==> src/rtl/periph_write_queue_pkg.sv <==
// Shared definitions for the peripheral write queue: sync register addresses,
// FSM state encoding and the default sync-wait timeout.
package periph_write_queue_pkg;

    localparam logic [7:0]  REG_WAIT_VBLANK = 8'h00;
    localparam logic [7:0]  REG_WAIT_HBLANK = 8'h02;
    localparam logic [19:0] DEFAULT_TIMEOUT = 20'hFFFFF;

    typedef enum logic [2:0] {
        ST_IDLE      = 3'd0,
        ST_WRITE     = 3'd1,
        ST_GAP       = 3'd2,
        ST_SYNC_ARM  = 3'd3,
        ST_SYNC_WAIT = 3'd4
    } wq_state_e;

    // Full 8-bit compare: 0x80/0x82 alias nothing and must not stall.
    function automatic logic is_sync_reg(input logic [7:0] addr);
        return (addr == REG_WAIT_VBLANK) || (addr == REG_WAIT_HBLANK);
    endfunction

endpackage

==> src/rtl/periph_write_queue_sync_fifo.sv <==
// Synchronous FIFO with occupancy counter; head entry is presented combinationally.
module periph_write_queue_sync_fifo #(
    parameter int DEPTH = 16,
    parameter int AW    = 4,
    parameter int WIDTH = 16
) (
    input  logic             clk_i,
    input  logic             rst_ni,
    input  logic             push_i,
    input  logic [WIDTH-1:0] wdata_i,
    input  logic             pop_i,
    input  logic             flush_i,
    output logic [WIDTH-1:0] head_o,
    output logic [AW:0]      level_o,
    output logic             full_o,
    output logic             empty_o
);

    localparam logic [AW:0] FULL_LEVEL = (AW+1)'(DEPTH);

    logic [WIDTH-1:0] mem_q [DEPTH];
    logic [AW-1:0]    rd_ptr_q;
    logic [AW-1:0]    wr_ptr_q;
    logic [AW:0]      level_q;
    logic             do_push;
    logic             do_pop;

    assign full_o  = (level_q == FULL_LEVEL);
    assign empty_o = (level_q == '0);
    assign level_o = level_q;
    assign head_o  = mem_q[rd_ptr_q];

    // Flush overrides both sides; a push while full is dropped even if a pop frees a slot.
    assign do_push = push_i && !full_o && !flush_i;
    assign do_pop  = pop_i && !empty_o && !flush_i;

    always_ff @(posedge clk_i) begin
        if (do_push) begin
            mem_q[wr_ptr_q] <= wdata_i;
        end
    end

    always_ff @(posedge clk_i or negedge rst_ni) begin
        if (!rst_ni) begin
            rd_ptr_q <= '0;
            wr_ptr_q <= '0;
            level_q  <= '0;
        end else if (flush_i) begin
            rd_ptr_q <= '0;
            wr_ptr_q <= '0;
            level_q  <= '0;
        end else begin
            if (do_push) begin
                wr_ptr_q <= wr_ptr_q + 1'b1;
            end
            if (do_pop) begin
                rd_ptr_q <= rd_ptr_q + 1'b1;
            end
            case ({do_push, do_pop})
                2'b10:   level_q <= level_q + 1'b1;
                2'b01:   level_q <= level_q - 1'b1;
                default: level_q <= level_q;
            endcase
        end
    end

endmodule

==> src/rtl/periph_write_queue.sv <==
// Replays queued (address, data) pairs as one-cycle peripheral register writes,
// stalling after video-sync register writes until the responder releases wait_video.
module periph_write_queue
    import periph_write_queue_pkg::*;
#(
    parameter int          DEPTH   = 16,
    parameter int          AW      = 4,
    parameter logic [19:0] TIMEOUT = DEFAULT_TIMEOUT
) (
    input  logic          raw_clk,
    input  logic          reset_n,
    input  logic          push,
    input  logic [7:0]    push_address,
    input  logic [7:0]    push_data,
    input  logic          flush,
    output logic          full,
    output logic          empty,
    output logic [AW:0]   level,
    output logic          busy,
    output logic          overflow,
    output logic          sync_timeout,
    output logic [7:0]    bus_address,
    output logic [7:0]    bus_data,
    output logic          bus_write_enable,
    input  logic          wait_video,
    output logic [2:0]    dbg_state
);

    wq_state_e   state_q;
    logic [7:0]  bus_address_q;
    logic [7:0]  bus_data_q;
    logic        bus_we_q;
    logic [19:0] count_q;
    logic [19:0] count_d;
    logic        overflow_q;
    logic        sync_timeout_q;
    logic [15:0] head;
    logic        fifo_pop;

    periph_write_queue_sync_fifo #(
        .DEPTH (DEPTH),
        .AW    (AW),
        .WIDTH (16)
    ) u_fifo (
        .clk_i   (raw_clk),
        .rst_ni  (reset_n),
        .push_i  (push),
        .wdata_i ({push_address, push_data}),
        .pop_i   (fifo_pop),
        .flush_i (flush),
        .head_o  (head),
        .level_o (level),
        .full_o  (full),
        .empty_o (empty)
    );

    assign fifo_pop = (state_q == ST_IDLE) && !empty && !flush;
    assign count_d  = (count_q == TIMEOUT) ? count_q : count_q + 20'd1;

    assign busy             = (state_q != ST_IDLE) || !empty;
    assign overflow         = overflow_q;
    assign sync_timeout     = sync_timeout_q;
    assign bus_address      = bus_address_q;
    assign bus_data         = bus_data_q;
    assign bus_write_enable = bus_we_q;
    assign dbg_state        = state_q;

    always_ff @(posedge raw_clk or negedge reset_n) begin
        if (!reset_n) begin
            state_q        <= ST_IDLE;
            bus_address_q  <= '0;
            bus_data_q     <= '0;
            bus_we_q       <= 1'b0;
            count_q        <= '0;
            overflow_q     <= 1'b0;
            sync_timeout_q <= 1'b0;
        end else if (flush) begin
            // Bus address/data keep their last values; only the strobe is cut.
            state_q        <= ST_IDLE;
            bus_we_q       <= 1'b0;
            count_q        <= '0;
            overflow_q     <= 1'b0;
            sync_timeout_q <= 1'b0;
        end else begin
            if (push && full) begin
                overflow_q <= 1'b1;
            end
            case (state_q)
                ST_IDLE: begin
                    if (!empty) begin
                        bus_address_q <= head[15:8];
                        bus_data_q    <= head[7:0];
                        bus_we_q      <= 1'b1;
                        state_q       <= ST_WRITE;
                    end
                end
                ST_WRITE: begin
                    bus_we_q <= 1'b0;
                    state_q  <= is_sync_reg(bus_address_q) ? ST_SYNC_ARM : ST_GAP;
                end
                ST_GAP: begin
                    state_q <= ST_IDLE;
                end
                ST_SYNC_ARM: begin
                    count_q <= '0;
                    state_q <= ST_SYNC_WAIT;
                end
                ST_SYNC_WAIT: begin
                    count_q <= count_d;
                    if (!wait_video) begin
                        state_q <= ST_IDLE;
                    end else if (count_d == TIMEOUT) begin
                        sync_timeout_q <= 1'b1;
                        state_q        <= ST_IDLE;
                    end
                end
                default: begin
                    state_q <= ST_IDLE;
                end
            endcase
        end
    end

endmodule

==> config.mk <==
export PLATFORM = sky130hd
export DESIGN_NAME = periph_write_queue
export DESIGN_NICKNAME = d
export VERILOG_FILES = /design/src/rtl/periph_write_queue_pkg.sv /design/src/rtl/periph_write_queue_sync_fifo.sv /design/src/rtl/periph_write_queue.sv
export SDC_FILE = /design/constraint.sdc
export NUM_CORES = 1
export LEC_CHECK = 0
export CORE_AREA = 2 2 107 212
export CTS_CLUSTER_DIAMETER = 60
export DETAILED_ROUTE_END_ITERATION = 8
export DIE_AREA = 0 0 109 214
export PLACE_DENSITY_LB_ADDON = 0.1
export SYNTH_ARGS = -nofsm -noshare
export SYNTH_HDL_FRONTEND = slang
export SYNTH_SLANG_ARGS = --single-unit
==> constraint.sdc <==
create_clock -name raw_clk -period 3.75 [get_ports raw_clk]
set_input_delay 0.375 -clock raw_clk [delete_from_list [all_inputs] [get_ports raw_clk]]
set_output_delay 0.375 -clock raw_clk [all_outputs]
set_load 0.02 [all_outputs]
## Yosys cells after proc, flatten, opt, wreduce, memory -nomap -nowiden

Memories as Yosys holds them, arrays and structs flattened. A register that Yosys moved wholly into a read port is not among the register bits.
Index checks and enable logic that the tools add are counted.

- Bits in registers: 39
- Memory bits (writable): 256
- Input bits: 21
- Output and inout bits: 30
- Word-level logic and storage cells: 83
- Memories: 1

Memory list:

| memory | words | width | read ports | clocked after Yosys merged registers in | write ports | RTL line | RTL |
|---|---|---|---|---|---|---|---|
| u_fifo.mem_q | 16 | 16 | 1 | 1 | 1 | periph_write_queue_sync_fifo.sv:21 | `logic [WIDTH-1:0] mem_q [DEPTH];` |

- $add $sub $neg: 5
- Eq/ne operators: 11
- Multiplexer cells: 26
- Bitwise logic cells: 2
- Reductions and logical operators: 30

Operators by type and width:

| kind | number |
|---|---|
| $eq A20 B20 Y1 const B | 2 |
| $mux W20 | 2 |
| $pmux W20 S2 | 1 |
| $add A20 B1 Y20 const B | 1 |
| $mux W4 | 4 |
| $mux W3 | 4 |
| $pmux W3 S4 | 1 |
| $reduce_bool A2 Y1 | 6 |
| $reduce_bool A3 Y1 | 4 |
| $mux W1 | 11 |
| $pmux W5 S2 | 1 |
| $add A4 B1 Y4 const B | 2 |
| $eq A8 B2 Y1 const B | 1 |
| $logic_not A8 Y1 | 1 |
| $logic_and A1 B1 Y1 | 7 |
| $reduce_and A3 Y1 | 2 |
| $add A5 B1 Y5 const B | 1 |
| $eq A5 B5 Y1 const B | 1 |
| $logic_not A5 Y1 | 1 |
| $mux W5 | 1 |
| $sub A5 B1 Y5 const B | 1 |
| $logic_not A1 Y1 | 4 |
| $ne A4 B4 Y1 const B | 1 |
| $reduce_and A2 Y1 | 2 |
| 10 further kinds | 12 |

## Logic depth before layout (Yosys ltp)

- Word-level depth: 9
- Gate-level depth with buffers: 11
- Gate-level depth less buffers: 11

## Hierarchy

From an unflattened synthesis, not the netlist that was laid out.

- Cell total of the unflattened synthesis: 857
- Area, all modules: 13,007.5 um2

Modules (own cells, without submodules):

| module | times used | cells each | area an instance (um2) | sequential area each (um2) |
|---|---|---|---|---|
| periph_write_queue_sync_fifo | 1 | 594 | 10,737.8 | 8,012.7 |
| periph_write_queue | 1 | 263 | 2,269.7 | 1,051.0 |

## Worst setup path before layout

Ideal clock, no wire load.

- Kind: flip-flop to flip-flop
- Start: register u_fifo.level_q[1], in the netlist u_fifo.level_o[1]
- End: register u_fifo.level_q[4], in the netlist u_fifo.level_o[4]
- Library setup time: 137 ps
- Data arrival time: 2,726 ps
- Data required time: 3,613 ps
- Slack: 886 ps
- Cell stages (with the launch flop): 11
- Buffers on the path: 0
- Period minus slack after synthesis: 2,864 ps
- Cell sequence: dfrtp_1 or4_1 o21ai_0 nand2_1 fa_1 nor2b_1 o21ai_0 and2_1 a32o_1 a21oi_1 o22ai_1

- Cells in the longest elaborated chain, start to end: 9
- Elaborated cells on any way between the ends: 17
- Those cells by class: 2 x add/sub; 3 x eq/ne; 2 x mux; 10 x reduce/logical

Ends and longest elaborated chain:

| element | RTL line | RTL |
|---|---|---|
| from (decl) | periph_write_queue_sync_fifo.sv:24 | `logic [AW:0] level_q;` |
| from (signal assigned) | periph_write_queue_sync_fifo.sv:60 | `2'b10: level_q <= level_q + 1'b1;` |
| from (signal assigned) | periph_write_queue_sync_fifo.sv:61 | `2'b01: level_q <= level_q - 1'b1;` |
| from (signal assigned) | periph_write_queue_sync_fifo.sv:62 | `default: level_q <= level_q;` |
| $logic_not A5 Y1 | periph_write_queue_sync_fifo.sv:29 | `assign empty_o = (level_q == '0);` |
| $logic_not A1 Y1 | periph_write_queue_sync_fifo.sv:35, periph_write_queue.sv:57 |  |
| $logic_and A1 B1 Y1 (2 in series) | periph_write_queue.sv:57 | `assign fifo_pop = (state_q == ST_IDLE) && !empty && !flush;` |
| $logic_and A1 B1 Y1 (2 in series) | periph_write_queue_sync_fifo.sv:35 | `assign do_pop = pop_i && !empty_o && !flush_i;` |
| $eq A2 B1 Y1 or $eq A2 B2 Y1 (tied branches) | periph_write_queue_sync_fifo.sv:59 | `case ({do_push, do_pop})` |
| $pmux W5 S2 | periph_write_queue_sync_fifo.sv:59 |  |
| $mux W5 | periph_write_queue_sync_fifo.sv:48 | `end else if (flush_i) begin` |

Parallel ways exist; a longest one is shown, timed or not.
A chain may end at the register's enable or synchronous reset.

## Worst setup path after layout

Same ends and word-level chain as after synthesis.

==> summary.md <==
| Metric | Value |
|---|---|
| Outcome | `finished with violations` |
| Failing checks | `negative hold slack` |
| Layout net count | `842` |
| Num CTS Buffers | `28` |
| CTS resizes | `0` |
| Vias in the first global route | `7391` |
| Pin count of the biggest net entering global routing | `68` |
| CTS clk-pin slew, worst paths | `70 ps` |
| Root buffer cell | `clkbuf_16` |
| Avg WL per Cell | `25.7 um` |
| Clock sink count | `311` |
| HPWL Detailed | `18.4 mm` |
| Req. time, crit path | `around 4200 ps` |
| Critical path class | `register to register` |
| YS warnings | `0` |
| Post-synthesis cell type count | `about 60` |
| Fillers | `1433` |
| Worst-Margin Slew | `approximately 1100 ps` |
| Maximum buffer depth of the clock tree | `3` |
| Worst Setup SP | `u_fifo.level_o[1]$_DFFE_PN0P_` |
| PnR Total Power | `8.87 mW` |
| Synthesized flop and latch total | `311` |
| Post-CTS setup buffer count | `0` |
| Setup Skew | `7.20 ps` |
| N_diodes | `0` |
| Min Hold Slack | `-1.60 ps` |
| Post-synthesis sequential area ratio | `a little under three quarters` |
| Antenna Nets Post-Route | `0` |
| Most frequent cells in the layout | `edfxtp_1, nand2_1, mux4_2` |
| First-pass DRT Iterations | `4` |
| Final Max Slew Viols | `0` |
| Io pins | `about 50` |
| Critical path fanouts, max | `6` |
| Worst setup EP type | `register` |
| GRT Total Usage | `25.5%` |
| Min-delay worst type | `input pin to async pin` |
| Grt ovf | `0` |
| Reg-to-reg critical path startpoint | `u_fifo.level_o[1]$_DFFE_PN0P_` |
| Layout cell share with drive strength beyond 1 | `between 20% and 30%` |
| CTS tree | `done` |
| Reg2reg end | `u_fifo.level_o[4]$_DFFE_PN0P_` |
| Avg Cell Area, Syn | `approximately 17 um2` |
| Area after DPL | `between 10000 and 15000 um2` |
| Final period util | `83.7%` |
| R2R cell count | `10` |
| Via Count | `6981` |
| RSZ-0062 raised after global routing | `false` |
| Final RePlAce weighted congestion | `0.875` |
| Crit-path cells | `or4_1, o21ai_0, nand2_1, fa_1, nor2b_1, o21ai_0, a211oi_1, a21oi_1, a21oi_1, o22ai_1` |
| Antenna violations before repair | `0` |
| Vias/cell | `between 6 and 7` |
| Final Critical Period | `3140 ps` |
| Cts hold-fix bufs | `0` |
| Main flop type after synthesis | `edfxtp_1` |
| CP max stage delay | `~600 ps` |
| CTS H-tree depth | `1` |
| WP data arrival | `~3600 ps` |
| Mapped Nets | `roughly 770` |
| Reg2Reg Setup Slack | `610 ps` |
| CP delay by family, top | `compound AO/OA/AOI/OAI gates` |
| Pleak | `4.86 nW` |
| Worst slew margin | `between 20% and 30%` |
| Worst Path Buf+Inv | `0` |
| Commonest non-fill, non-tap cell in the layout | `edfxtp_1` |
| Die Y | `214 um` |
| Post-Route WL | `between 20 and 30 mm` |
| Async SR Flop Fraction | `17.7%` |
| DR iter-0 viols | `679` |
| Critical path startpoint category | `register` |
| Power Dens Cells | `609 nW/um2` |
| Max-cap violations | `0` |
| Slowest-stage cell, CP | `or4_1` |
| Mapped cell area | `12800 um2` |
| Worst ir drop on vdd | `slightly above 600 uV` |
| Final Setup Violations | `0` |
| Number of remaining DRC errors | `0` |
| Final hold viol count | `2` |
| Post-route cell area | `about 15000 um2` |
| Synthesized instance count | `741` |
| First-pass GRT wire length | `43.2 mm` |
| Rows | `76` |
| Clock Latency Late Sink | `550 ps` |
| Max Freq | `0.319 GHz` |
| Die area | `23300 um2` |
| Core box area | `around 22000 um2` |
| Die Wd | `109 um` |
| TNS Setup | `0 ps` |
| Post-synth EDFFs | `about 260` |
| Core Util, Final | `67.5%` |
| Initial Util | `59.1%` |
| Layout overhead on the synthesized area | `14.1%` |
| Port Buf Inserts | `50` |
## sequential cells by signal, summed over array words and instances, names as in the netlist
register	count
u_fifo.rd_ptr_q	4
bus_data	8
count_q	20
u_fifo.mem_q	256
u_fifo.wr_ptr_q	4
dbg_state	3
bus_write_enable	1
bus_address	8
sync_timeout	1
overflow	1
u_fifo.level_o	5
## routing by layer
layer	up-vias	GRT usage, %	share of wire, %
met5	-	0	0
li1	3081	-	-
met1	3625	30.1	35
met4	0	8.93	3.3
met3	59	2.98	4.4
met2	216	46.8	57
## through the flow
stage	hold slack, ps	setup slack, ps	instances
2_1_floorplan	79.4	886	741
3_3_place_gp	463	657	1054
3_5_place_dp	463	653	1054
4_1_cts	27.6	615	1105
5_1_grt	74.0	315	1105
6_report	-1.60	613	1105
## Yosys cell counts, drive strengths merged (2+ instances only)
master,number,area [um2]
edfxtp,256,7690
nand2,93,357
mux4,80,1800
dfrtp,55,1380
o21ai,37,185
nor2,29,109
a21oi,20,100
buf,19,93.8
clkbuf,19,72.6
inv,13,48.8
nor3,12,60.1
a31oi,10,62.6
ha,9,113
nand4,8,56.3
nand3,7,35.0
xor2,5,43.8
a22o,4,35.0
and4,4,37.5
nand2b,4,25.0
nor4,4,31.3
o31ai,4,30.0
a211oi,3,22.5
and2,3,18.8
and3,3,18.8
mux2i,3,30.0
o22ai,3,18.8
xnor2,3,26.3
a211o,2,18.8
a21boi,2,15.0
a21o,2,15.0
nand3b,2,15.0
nor2b,2,12.5
o2111ai,2,17.5
o41ai,2,17.5
or2,2,12.5
or4,2,15.0
## worst register-to-register path, cell delays in order, from the launching register on
cell and delay (ps):
dfrtp_1 440, or4_1 610, o21ai_0 400, nand2_1 210
fa_1 450, nor2b_1 140, o21ai_0 110, a211oi_1 320
a21oi_1 80, a21oi_1 150, o22ai_1 100
## power breakdown
group / switching [mW] / internal, mW / leakage [nW]
combinational: 1.09 / 1.02 / 1.41
clock: 1.24 / 1.43 / 0.407
sequential: 0.181 / 3.92 / 3.04
total: 2.50 / 6.37 / 4.86
## worst max-delay path by stage
stage	end	slack, ps	cells after the start
global placement	u_fifo.level_o[4]$_DFFE_PN0P_	660	10
global route	u_fifo.level_o[4]$_DFFE_PN0P_	320	11
CTS	u_fifo.level_o[4]$_DFFE_PN0P_	620	11
detailed placement	u_fifo.level_o[4]$_DFFE_PN0P_	650	10
finish	u_fifo.level_o[4]$_DFFE_PN0P_	610	10
floorplan	u_fifo.level_o[4]$_DFFE_PN0P_	890	10
## layout make-up
class / instances / area [um2] / share of cell area (%)
well taps: 273 / 342 / 2.34
multi-input cells: 379 / 3530 / 24.2
flip-flops and latches: 311 / 9070 / 62.3
clock buffers: 35 / 748 / 5.14
clock inverters: 16 / 104 / 0.713
inverters: 13 / 48.8 / 0.335
repair buffers: 78 / 731 / 5.02
## kinds of logic (layout without fill, tap and decap cells)
kind of cell | count (synthesis) | count (layout) | synth area share [%]
buffers and inverters | 51 | 142 | 1.69
and+or+nand+nor | 177 | 177 | 6.41
DFF | 311 | 311 | 71.0
adders and majority gates | 10 | 10 | 1.04
AOI/OAI and AO/OA | 101 | 101 | 4.96
xor gates and xnor gates | 8 | 8 | 0.549
muxes | 83 | 83 | 14.4
Note: power is estimated with default switching activity, not from simulation.
==> edit (same settings) <==
Change the package constant `DEFAULT_TIMEOUT` from 20'hFFFFF to 20'h7FFFF.
--- a/src/rtl/periph_write_queue_pkg.sv
+++ b/src/rtl/periph_write_queue_pkg.sv
@@ -4,7 +4,7 @@
 
     localparam logic [7:0]  REG_WAIT_VBLANK = 8'h00;
     localparam logic [7:0]  REG_WAIT_HBLANK = 8'h02;
-    localparam logic [19:0] DEFAULT_TIMEOUT = 20'hFFFFF;
+    localparam logic [19:0] DEFAULT_TIMEOUT = 20'h7FFFF;
 
     typedef enum logic [2:0] {
         ST_IDLE      = 3'd0,
Function: no difference found for any inputs over 4 cycles, from zero or initial values and one cycle with reset_n low; that may be too few to reach the edited logic, so the function may still have changed.
==> edit against the original RTL <==
- wire length down 4.6%
- cell count about the same
- sequential cell count stayed put
- total power rose by 3.2%
- die area unchanged
- setup slack got worse by 0.014 ns
- design area rose by 1.0%
- critical path depth rose by 1
- sequential power rose by 2%
- combinational power decreased by 3%
- synthesized area grew 0.31%
- via count increased by 0.46%
- clock power is 11% higher
- critical path type unchanged
==> edit: results <==
set metrics [dict create \
    synth_nets 775 \
    seq_area_frac_synth_pct 70.8 \
    synth_compound_area_share_pct 4.55 \
    synth.area.top_cells "edfxtp_1, mux4_2, dfrtp_1" \
    skew_ns 0.0124 \
    grt_pass1_wl_um 41600 \
    hp-class "reg2reg" \
    ir_drop_v 0.000483 \
    drive_gt1_share_pct 20.5 \
    r2r_start "u_fifo.level_o[0]$_DFFE_PN0P_" \
    grt_pass1_vias 7332 \
    drt_iter0_drc 576 \
    drt_pass1_iterations 5 \
    pwr-share-seq_pct 45.7 \
    worst-path-max-fanout 7 \
    grt_start_max_net_pins 40 \
    num_vias 7013 \
    placed_area_um2 13700 \
    synth_common_cells "edfxtp_1, nand2_1, mux4_2, dfrtp_1, nor2_1" \
    yosysUniqueCellTypes 57 \
    synth_fa_ha_area_share_pct 1.04 \
    tightest_slew_ns 1.14 \
    gp_congestion 0.905 \
    status "complete, no violations" \
    pre_cts_slack_ns 0.638 \
]
## edit: changes by cell type after synthesis, moves of 3 or more
cell / unedited run / this run
clkbuf_1: 18 / 22
o31ai_1: 4 / 1
o21ai_0: 35 / 32
nor2_1: 29 / 38
nand4_1: 7 / 11
and3_2: 0 / 3
buf_2: 12 / 9
nand2_1: 92 / 87
## edit: kinds of logic (layout without fill, tap and decap cells)
| logic type | Yosys count | after routing |
|---|---|---|
| AO/OA/AOI/OAI | 92 | 92 |
| XOR/XNOR | 11 | 11 |
| adder cells (fa/ha/maj) | 10 | 10 |
| buffers and inverters | 51 | 140 |
| flip-flops | 311 | 311 |
| multiplexers | 83 | 83 |
| AND/OR/NAND/NOR | 186 | 186 |
## edit: area by class of cell
type                       instances  area [um2]
sequential                       311        9070
fill                            1435        6870
multi-input combinational        382        3550
clock buffer                      35         812
timing repair buffer              78         746
tap                              273         342
clock inverter                    14         151
inverter                          13        48.8
## edit: worst reg2reg max path, stage by stage, from the launching register on
cell and delay (ns):
dfrtp_1 0.45, or4_1 0.60, o21ai_0 0.39, nand2_1 0.24, inv_1 0.15, ha_1 0.27, nor2b_1 0.14, o21ai_0 0.22
a211oi_1 0.13, a32o_1 0.22, a21oi_1 0.11, o22ai_1 0.10
## edit: repair_timing
item / 4_1_cts / 5_1_grt
endpoints found under the hold margin: 3 / 0
hold buffers: 1 / 0
setup endpoints to repair: 0 / 0
## edit: stage by stage
step                      std cells  util, %  power (mW)
after floorplan                 744        -        5.49
after global placement         1056     63.7        6.27
after detailed placement       1056     63.7        6.31
after CTS                      1106     68.2        9.25
after global routing           1106     68.2        9.53
final                          1106     68.2        9.16
## edit: how the worst max path moves through the flow
stage | endpoint | cells after the start | from
final | u_fifo.level_o[4]$_DFFE_PN0P_ | 11 | u_fifo.level_o[0]$_DFFE_PN0P_
after global routing | u_fifo.level_o[4]$_DFFE_PN0P_ | 11 | u_fifo.level_o[0]$_DFFE_PN0P_
after CTS | u_fifo.level_o[4]$_DFFE_PN0P_ | 11 | u_fifo.level_o[1]$_DFFE_PN0P_
after detailed placement | u_fifo.level_o[4]$_DFFE_PN0P_ | 11 | u_fifo.level_o[0]$_DFFE_PN0P_
after global placement | u_fifo.level_o[4]$_DFFE_PN0P_ | 10 | u_fifo.level_o[1]$_DFFE_PN0P_
after floorplan | u_fifo.level_o[4]$_DFFE_PN0P_ | 10 | u_fifo.level_o[1]$_DFFE_PN0P_
## edit: per-layer routing
layer / global-route usage, % / share of wire (%) / up-vias / wire length [um]
met2: 42.6 / 54 / 205 / 14700
met5: 0 / 0 / - / 0
met3: 3.23 / 3.9 / 56 / 1060
li1: - / - / 3077 / -
met4: 8.72 / 3.2 / 0 / 855
met1: 30.0 / 39 / 3675 / 10400
